`src/rtl/kbd_line_ctrl.sv`:
```
// kbd_line_ctrl
// Turns PS/2 scan-code set 2 bytes into key events, tracks shift state and
// edits a single command-line buffer. Each edit is echoed to the text video
// RAM through a request/grant port. Enter hands the finished line to the
// processor, which releases it with line_ack.
//
// Ports
//   CLK, reset            clock (rising edge) and synchronous active-high reset
//   rx_data/rx_valid      scan-code byte and its one-cycle strobe
//   rx_err                receiver error strobe; clears any pending prefix
//   vram_req/gnt/addr/    echo write request, grant, address and data
//   vram_data/vram_we     (vram_we = vram_req & vram_gnt)
//   line_ready/line_len   completed line available and its length
//   line_ack              processor has consumed the line
//   rd_addr/rd_data       combinational read port into the line buffer
//   overflow              one-cycle pulse when a character or byte is dropped
module kbd_line_ctrl #(
    parameter int LINE_LEN  = 32,
    parameter int VRAM_AW   = 11,
    parameter int VRAM_BASE = 0
) (
    input  logic               CLK,
    input  logic               reset,
    input  logic [7:0]         rx_data,
    input  logic               rx_valid,
    input  logic               rx_err,
    output logic               vram_req,
    input  logic               vram_gnt,
    output logic [VRAM_AW-1:0] vram_addr,
    output logic [7:0]         vram_data,
    output logic               vram_we,
    output logic               line_ready,
    output logic [5:0]         line_len,
    input  logic               line_ack,
    input  logic [5:0]         rd_addr,
    output logic [7:0]         rd_data,
    output logic               overflow
);

    // HOLD is carried by line_ready_q rather than by this enum, so that the
    // prefix states keep tracking F0/E0 (and shift breaks) while a line waits.
    typedef enum logic [2:0] {S_IDLE, S_BRK, S_EXT, S_EXT_BRK, S_WRITE} state_t;

    state_t             state_q, state_d;
    logic               shift_q, shift_d;
    logic [5:0]         cursor_q, cursor_d;
    logic               pend_valid_q, pend_valid_d;
    logic [7:0]         pend_data_q, pend_data_d;
    logic               vram_req_q, vram_req_d;
    logic [VRAM_AW-1:0] vram_addr_q, vram_addr_d;
    logic [7:0]         vram_data_q, vram_data_d;
    logic               line_ready_q, line_ready_d;
    logic [5:0]         line_len_q, line_len_d;
    logic               overflow_q, overflow_d;

    logic               buf_we;
    logic [5:0]         buf_waddr;
    logic [7:0]         buf_wdata;
    logic               proc_valid;
    logic [7:0]         proc_byte;
    logic [8:0]         ch;

    // {valid, ascii} for printable make codes; shift only affects letters.
    function automatic logic [8:0] decode_char(input logic [7:0] code, input logic shift);
        logic [4:0] n;
        logic       letter;
        n      = 5'd0;
        letter = 1'b1;
        case (code)
            8'h1C: n = 5'd0;   8'h32: n = 5'd1;   8'h21: n = 5'd2;   8'h23: n = 5'd3;
            8'h24: n = 5'd4;   8'h2B: n = 5'd5;   8'h34: n = 5'd6;   8'h33: n = 5'd7;
            8'h43: n = 5'd8;   8'h3B: n = 5'd9;   8'h42: n = 5'd10;  8'h4B: n = 5'd11;
            8'h3A: n = 5'd12;  8'h31: n = 5'd13;  8'h44: n = 5'd14;  8'h4D: n = 5'd15;
            8'h15: n = 5'd16;  8'h2D: n = 5'd17;  8'h1B: n = 5'd18;  8'h2C: n = 5'd19;
            8'h3C: n = 5'd20;  8'h2A: n = 5'd21;  8'h1D: n = 5'd22;  8'h22: n = 5'd23;
            8'h35: n = 5'd24;  8'h1A: n = 5'd25;
            default: letter = 1'b0;
        endcase
        if (letter) begin
            decode_char = {1'b1, (shift ? 8'h41 : 8'h61) + {3'b000, n}};
        end else begin
            case (code)
                8'h45: decode_char = 9'h130;  8'h16: decode_char = 9'h131;
                8'h1E: decode_char = 9'h132;  8'h26: decode_char = 9'h133;
                8'h25: decode_char = 9'h134;  8'h2E: decode_char = 9'h135;
                8'h36: decode_char = 9'h136;  8'h3D: decode_char = 9'h137;
                8'h3E: decode_char = 9'h138;  8'h46: decode_char = 9'h139;
                8'h29: decode_char = 9'h120;
                default: decode_char = 9'h000;
            endcase
        end
    endfunction

    always_comb begin
        state_d      = state_q;
        shift_d      = shift_q;
        cursor_d     = cursor_q;
        pend_valid_d = pend_valid_q;
        pend_data_d  = pend_data_q;
        vram_req_d   = vram_req_q;
        vram_addr_d  = vram_addr_q;
        vram_data_d  = vram_data_q;
        line_ready_d = line_ready_q;
        line_len_d   = line_len_q;
        overflow_d   = 1'b0;
        buf_we       = 1'b0;
        buf_waddr    = cursor_q;
        buf_wdata    = 8'h00;
        proc_valid   = 1'b0;
        proc_byte    = rx_data;

        // Select which byte (if any) is interpreted this cycle. While an echo
        // is outstanding, one byte is parked; it goes first once WRITE exits.
        if (state_q == S_WRITE) begin
            if (vram_req_q && vram_gnt) begin
                vram_req_d = 1'b0;
                state_d    = S_IDLE;
            end
            if (rx_valid && !rx_err) begin
                if (pend_valid_q) begin
                    overflow_d = 1'b1;
                end else begin
                    pend_valid_d = 1'b1;
                    pend_data_d  = rx_data;
                end
            end
        end else if (rx_err) begin
            // Error collapses any prefix; a simultaneous byte is discarded.
            state_d = S_IDLE;
        end else if (pend_valid_q) begin
            proc_valid   = 1'b1;
            proc_byte    = pend_data_q;
            pend_valid_d = rx_valid;
            if (rx_valid) begin
                pend_data_d = rx_data;
            end
        end else begin
            proc_valid = rx_valid;
        end

        if (line_ready_q && line_ack) begin
            line_ready_d = 1'b0;
            cursor_d     = 6'd0;
        end

        ch = decode_char(proc_byte, shift_q);

        if (proc_valid) begin
            case (state_q)
                S_BRK: begin
                    if (proc_byte == 8'h12 || proc_byte == 8'h59) begin
                        shift_d = 1'b0;
                    end
                    state_d = S_IDLE;
                end
                S_EXT:     state_d = (proc_byte == 8'hF0) ? S_EXT_BRK : S_IDLE;
                S_EXT_BRK: state_d = S_IDLE;
                default: begin
                    if (proc_byte == 8'hF0) begin
                        state_d = S_BRK;
                    end else if (proc_byte == 8'hE0) begin
                        state_d = S_EXT;
                    end else if (proc_byte == 8'h12 || proc_byte == 8'h59) begin
                        shift_d = 1'b1;
                    end else if (!line_ready_q) begin
                        if (ch[8]) begin
                            if (cursor_q < 6'(LINE_LEN)) begin
                                buf_we      = 1'b1;
                                buf_wdata   = ch[7:0];
                                cursor_d    = cursor_q + 6'd1;
                                vram_req_d  = 1'b1;
                                vram_addr_d = VRAM_AW'(VRAM_BASE) + VRAM_AW'(cursor_q);
                                vram_data_d = ch[7:0];
                                state_d     = S_WRITE;
                            end else begin
                                overflow_d = 1'b1;
                            end
                        end else if (proc_byte == 8'h66) begin
                            if (cursor_q != 6'd0) begin
                                cursor_d    = cursor_q - 6'd1;
                                vram_req_d  = 1'b1;
                                vram_addr_d = VRAM_AW'(VRAM_BASE) + VRAM_AW'(cursor_q - 6'd1);
                                vram_data_d = 8'h20;
                                state_d     = S_WRITE;
                            end
                        end else if (proc_byte == 8'h5A) begin
                            line_len_d   = cursor_q;
                            line_ready_d = 1'b1;
                        end
                    end
                end
            endcase
        end
    end

    always_ff @(posedge CLK) begin
        if (reset) begin
            state_q      <= S_IDLE;
            shift_q      <= 1'b0;
            cursor_q     <= 6'd0;
            pend_valid_q <= 1'b0;
            pend_data_q  <= 8'h00;
            vram_req_q   <= 1'b0;
            vram_addr_q  <= '0;
            vram_data_q  <= 8'h00;
            line_ready_q <= 1'b0;
            line_len_q   <= 6'd0;
            overflow_q   <= 1'b0;
        end else begin
            state_q      <= state_d;
            shift_q      <= shift_d;
            cursor_q     <= cursor_d;
            pend_valid_q <= pend_valid_d;
            pend_data_q  <= pend_data_d;
            vram_req_q   <= vram_req_d;
            vram_addr_q  <= vram_addr_d;
            vram_data_q  <= vram_data_d;
            line_ready_q <= line_ready_d;
            line_len_q   <= line_len_d;
            overflow_q   <= overflow_d;
        end
    end

    // Line buffer: not reset; sized to the full 6-bit index space so rd_addr
    // can index it directly.
    logic [7:0] buf_mem [64];

    always_ff @(posedge CLK) begin
        if (buf_we) begin
            buf_mem[buf_waddr] <= buf_wdata;
        end
    end

    assign rd_data    = buf_mem[rd_addr];
    assign vram_req   = vram_req_q;
    assign vram_addr  = vram_addr_q;
    assign vram_data  = vram_data_q;
    assign vram_we    = vram_req_q & vram_gnt;
    assign line_ready = line_ready_q;
    assign line_len   = line_len_q;
    assign overflow   = overflow_q;

endmodule
```
`config.mk`:
```
export PLATFORM = sky130hd
export DESIGN_NAME = kbd_line_ctrl
export DESIGN_NICKNAME = d
export VERILOG_FILES = /design/src/rtl/kbd_line_ctrl.sv
export SDC_FILE = /design/constraint.sdc
export NUM_CORES = 1
export LEC_CHECK = 0
export BUFFER_PORTS_ARGS = -buffer_cell sky130_fd_sc_hd__buf_2
export CAP_MARGIN = 25
export CORE_AREA = 2 2 276 278
export CTS_BUF_LIST = sky130_fd_sc_hd__clkbuf_16
export DETAILED_ROUTE_END_ITERATION = 10
export DIE_AREA = 0 0 278 280
export PLACE_DENSITY = 0.48
export SYNTH_ARGS = -nofsm -noshare
export SYNTH_HDL_FRONTEND = slang
export SYNTH_SLANG_ARGS = --single-unit
```
`constraint.sdc`:
```
create_clock -name CLK -period 7.8 [get_ports CLK]
set_input_delay 0.39 -clock CLK [delete_from_list [all_inputs] [get_ports CLK]]
set_output_delay 0.39 -clock CLK [all_outputs]
set_load 0.1 [all_outputs]
```
==> key figures <==
Cells and area
  – Share of layout cells above drive strength 1: 0.219
  – Antenna cells: 0
  – Final core utilization: 0.374
  – Layout area overhead: 18.4%
  – Final nets: 1718

STA
  – Final setup violation count: 0
  – Setup slack after layout: 3540 ps
  – Worst hold slack across all endpoints: between 50 and 60 ps
  – Highest Clock Rate: 0.235 GHz
  – Setup repair after global routing missed its margin: no
  – Period utilisation layout: 0.546
  – Accumulated negative setup slack: 0 ps
  – Slew at the pin closest to its max-slew limit: roughly 940 ps
  – Shortest clock period the worst path allows after layout: 4260 ps
  – Total count of max-transition violations in the final report: 0
  – Clock Skew: between 20 and 25 ps
  – Slew HR: 0.377
  – Final Hold Viols: 0

Die
  – Starting density of the core: 0.316
  – Die Ht: ~280 µm
  – Core footprint: 75200 µm²
  – IO Pins: 57
  – Die ar.: 77800 µm²
  – DIE WIDTH: 278 µm
  – Std-Cell Rows: between 100 and 150

Drt
  – Via total after detailed routing: approximately 13000
  – First-pass detailed-route iteration total: 5
  – DRT Wirelength: 54.2 mm
  – WL per Instance: 19.9 µm
  – Avg Vias per Cell: 4.78
  – DRC violation count after routing: 0
  – Starting DRC count in detailed routing: 1058
  – DRT antenna net count: 0

Worst setup path
  – Maximum fanout count along the critical path: 24
  – Required arrival time at the worst endpoint: about 8000 ps
  – Launching element of the worst setup path: pend_data_q[0]
  – Worst setup SP type: flop
  – Capturing instance or port of the critical path: buf_mem[15][7]
  – Worst Setup Path Type: flop to flop
  – Reg-to-reg critical path endpoint: buf_mem[15][7]
  – Startpoint of the worst-slack reg-to-reg timing path: pend_data_q[0]
  – Critical Path AT: 4500 ps
  – Reg2reg setup slack: 3540 ps
  – Type of element capturing the critical path: flop
  – Worst r2r path cells: 7

Job
  – Maximum Capacitance Violations: 0

Synthesis
  – Number of unique standard cell types used by synthesis: 94
  – Cell taking the most area after synthesis: sky130_fd_sc_hd__edfxtp_1
  – Mapped Cells: 1320
  – Syn Area/Cell: 18.0 µm²
  – Number of flops mapped to enable cells by yosys: ~510
  – Synth Warn #: 0
  – Share of flip-flops with an asynchronous set or reset after synthesis: 0
  – Top cells by area, synth: sky130_fd_sc_hd__edfxtp_1 (65%), sky130_fd_sc_hd__mux4_2 (16%), sky130_fd_sc_hd__dfxtp_1 (3.6%), sky130_fd_sc_hd__nor2_1 (0.90%), sky130_fd_sc_hd__nor3_1 (0.76%)
  – Register area share after synthesis: 0.683
  – Synthesized area: 23800 µm²
  – Primary FF master, synth: sky130_fd_sc_hd__edfxtp_1
  – Proportion of netlist area held by the largest area contributor: 0.647
  – Post-synthesis sequential element count: 555

Clock network
  – Number of gates resized after CTS: 0
  – Post-CTS Hold Buffers: 0
  – Post-CTS setup-driven buffer insertion count: 0
  – H-tree lvl count: 2
  – Inserted Clock Buffers: 58
  – Clock Tree Root: sky130_fd_sc_hd__clkbuf_16
  – Number of sinks handled by clock tree synthesis: 555
  – Clock network latency to the later pin of the worst-skew pair: 620 ps
  – CTS tree: built
  – Clock-pin slew reported for the worst setup and hold paths after clock tree synthesis: 60 ps
  – Maximum number of buffers from clock root to sink: 3

Global routing
  – Wire length of the first global-routing pass: 82.4 mm
  – Overall fraction of global-route tracks in use: 0.141
  – Largest net degree at the start of global routing: 80
  – Most Used Layer, Global Route: met2
  – Total grt overflow: 0
  – Via count of the first global-routing pass: 13500
  – GRT met3 Usage: 0.0246
  – Initial antenna violation count: 1
  – Met1 Resource Use GR: 0.185
  – Met2 Usage GRT: 0.233

Min path
  – Kind of path behind the tightest hold check: input port to flop

Placement
  – Half-perimeter wire length of the detailed placement result: 33.4 mm
  – Port-buffer cells: 56
  – GPL Wtd Cong: 0.954
  – Post-placement setup slack: 3530 ps

Power
  – Post-layout power: about 6.3 mW
  – Power Density: approximately 220 nW/µm²
  – Total leakage power: a little under 10 nW
  – Max VDD drop: 0.205 mV

Outcome
  – Result of the run: complete, no violations
-- Yosys cell counts, drive strengths merged (4+ instances only) --
cell type and instances:
edfxtp 512, mux4 168, buf 58, nor2 58, clkbuf 45, dfxtp 43, nand2 38, nor3 37
a21oi 33, o21ai 29, nand3 23, inv 20, mux2i 15, nand2b 15, nor3b 13, nand4 12
nor4b 11, o31ai 10, o211ai 9, and2 8, o22ai 8, a221oi 7, and3b 7, nor2b 7
nor4 7, or3 7, xnor2 7, xor2 7, or4b 6, a22oi 5, a31oi 5, o2111ai 5
a2111oi 4, a211oi 4, a32oi 4, and3 4, and4b 4, nand4b 4, o32ai 4, or3b 4
or4 4
-- stage by stage --
stage,area [µm²],std cells
floorplan,25000,1639
CTS,28100,2719
detailed placement,26400,2612
finish,28100,2720
global route,28100,2720
global placement,26400,2612
-- sequential cells by signal (all words and copies together), names as in the netlist, 3 cells and up --
| register | count |
|---|---|
| buf_mem | 512 |
| state_q | 3 |
| vram_data | 8 |
| pend_data_q | 8 |
| vram_addr | 7 |
| buf_waddr | 6 |
| line_len | 6 |
-- power breakdown --
group / leakage, nW / internal, mW / total, mW / switching (mW)
sequential: 5.35 / 3.30 / 3.33 / 0.0228
clock: 0.926 / 1.42 / 2.56 / 1.14
combinational: 3.66 / 0.153 / 0.418 / 0.265
-- metal layers --
layer  vias up  share of wire  wire length, µm
met4         0          0.035             1900
met5         -              0                0
met1      6725           0.44            23800
met3       107          0.040             2140
met2       281           0.49            26300
li1       5891              -                -
-- area by class of cell --
type	instances	area, µm²
clock inverters	47	267
repair buffers	99	644
multi-input cells	960	8190
flip-flops and latches	555	16200
inverters	21	78.8
fillers	7066	47000
well taps	978	1220
clock buffers	60	1500
-- placed cells by master, fill, tap and decap left out, types with 7 or more instances in the layout --
| cell type | instances |
|---|---|
| sky130_fd_sc_hd__and3b_1 | 7 |
| sky130_fd_sc_hd__conb_1 | 320 |
| sky130_fd_sc_hd__clkbuf_16 | 60 |
| sky130_fd_sc_hd__mux2i_1 | 15 |
| sky130_fd_sc_hd__nor2_1 | 55 |
| sky130_fd_sc_hd__or3_1 | 7 |
| sky130_fd_sc_hd__o31ai_1 | 8 |
| sky130_fd_sc_hd__clkinv_2 | 11 |
| sky130_fd_sc_hd__o21ai_0 | 25 |
| sky130_fd_sc_hd__nor4b_1 | 10 |
| sky130_fd_sc_hd__buf_2 | 54 |
| sky130_fd_sc_hd__nor3_1 | 36 |
| sky130_fd_sc_hd__nor3b_1 | 12 |
| sky130_fd_sc_hd__edfxtp_1 | 512 |
| sky130_fd_sc_hd__nand3_1 | 22 |
| sky130_fd_sc_hd__o211ai_1 | 9 |
| sky130_fd_sc_hd__nand2_1 | 37 |
| sky130_fd_sc_hd__xor2_1 | 7 |
| sky130_fd_sc_hd__buf_4 | 41 |
| sky130_fd_sc_hd__mux4_2 | 168 |
| sky130_fd_sc_hd__clkinv_1 | 17 |
| sky130_fd_sc_hd__inv_1 | 34 |
| sky130_fd_sc_hd__nand2b_1 | 15 |
| sky130_fd_sc_hd__nand4_1 | 11 |
| sky130_fd_sc_hd__xnor2_1 | 7 |
| sky130_fd_sc_hd__a21oi_1 | 32 |
| sky130_fd_sc_hd__o22ai_1 | 8 |
| sky130_fd_sc_hd__dfxtp_1 | 43 |
-- kinds of logic after synthesis --
logic type / share of synthesized area
and+or+nand+nor: 0.0717
AOI/OAI and AO/OA: 0.0466
adders and majority gates: 0.00158
DFF: 0.683
muxes: 0.167
buffers and inverters: 0.0249
xor gates and xnor gates: 0.00516
other: 0.000158
-- critical path: stages, from the launching register on --
cell	delay, ps
sky130_fd_sc_hd__dfxtp_1	770
sky130_fd_sc_hd__nand2b_1	400
sky130_fd_sc_hd__o31ai_1	140
sky130_fd_sc_hd__a221oi_1	520
sky130_fd_sc_hd__nand3_1	400
sky130_fd_sc_hd__nor2_1	410
sky130_fd_sc_hd__o2111ai_1	430
sky130_fd_sc_hd__nor2_1	790
-- worst min path at each step --
stage	startpoint	to	cells after the start
2_1_floorplan	shift_q	shift_q	2
3_3_place_gp	vram_req	vram_req	2
3_5_place_dp	vram_req	vram_req	2
4_1_cts	vram_gnt	vram_req	4
5_1_grt	rx_valid	overflow	3
6_report	vram_gnt	vram_req	4
Note: power is estimated with default switching activity, not from simulation.
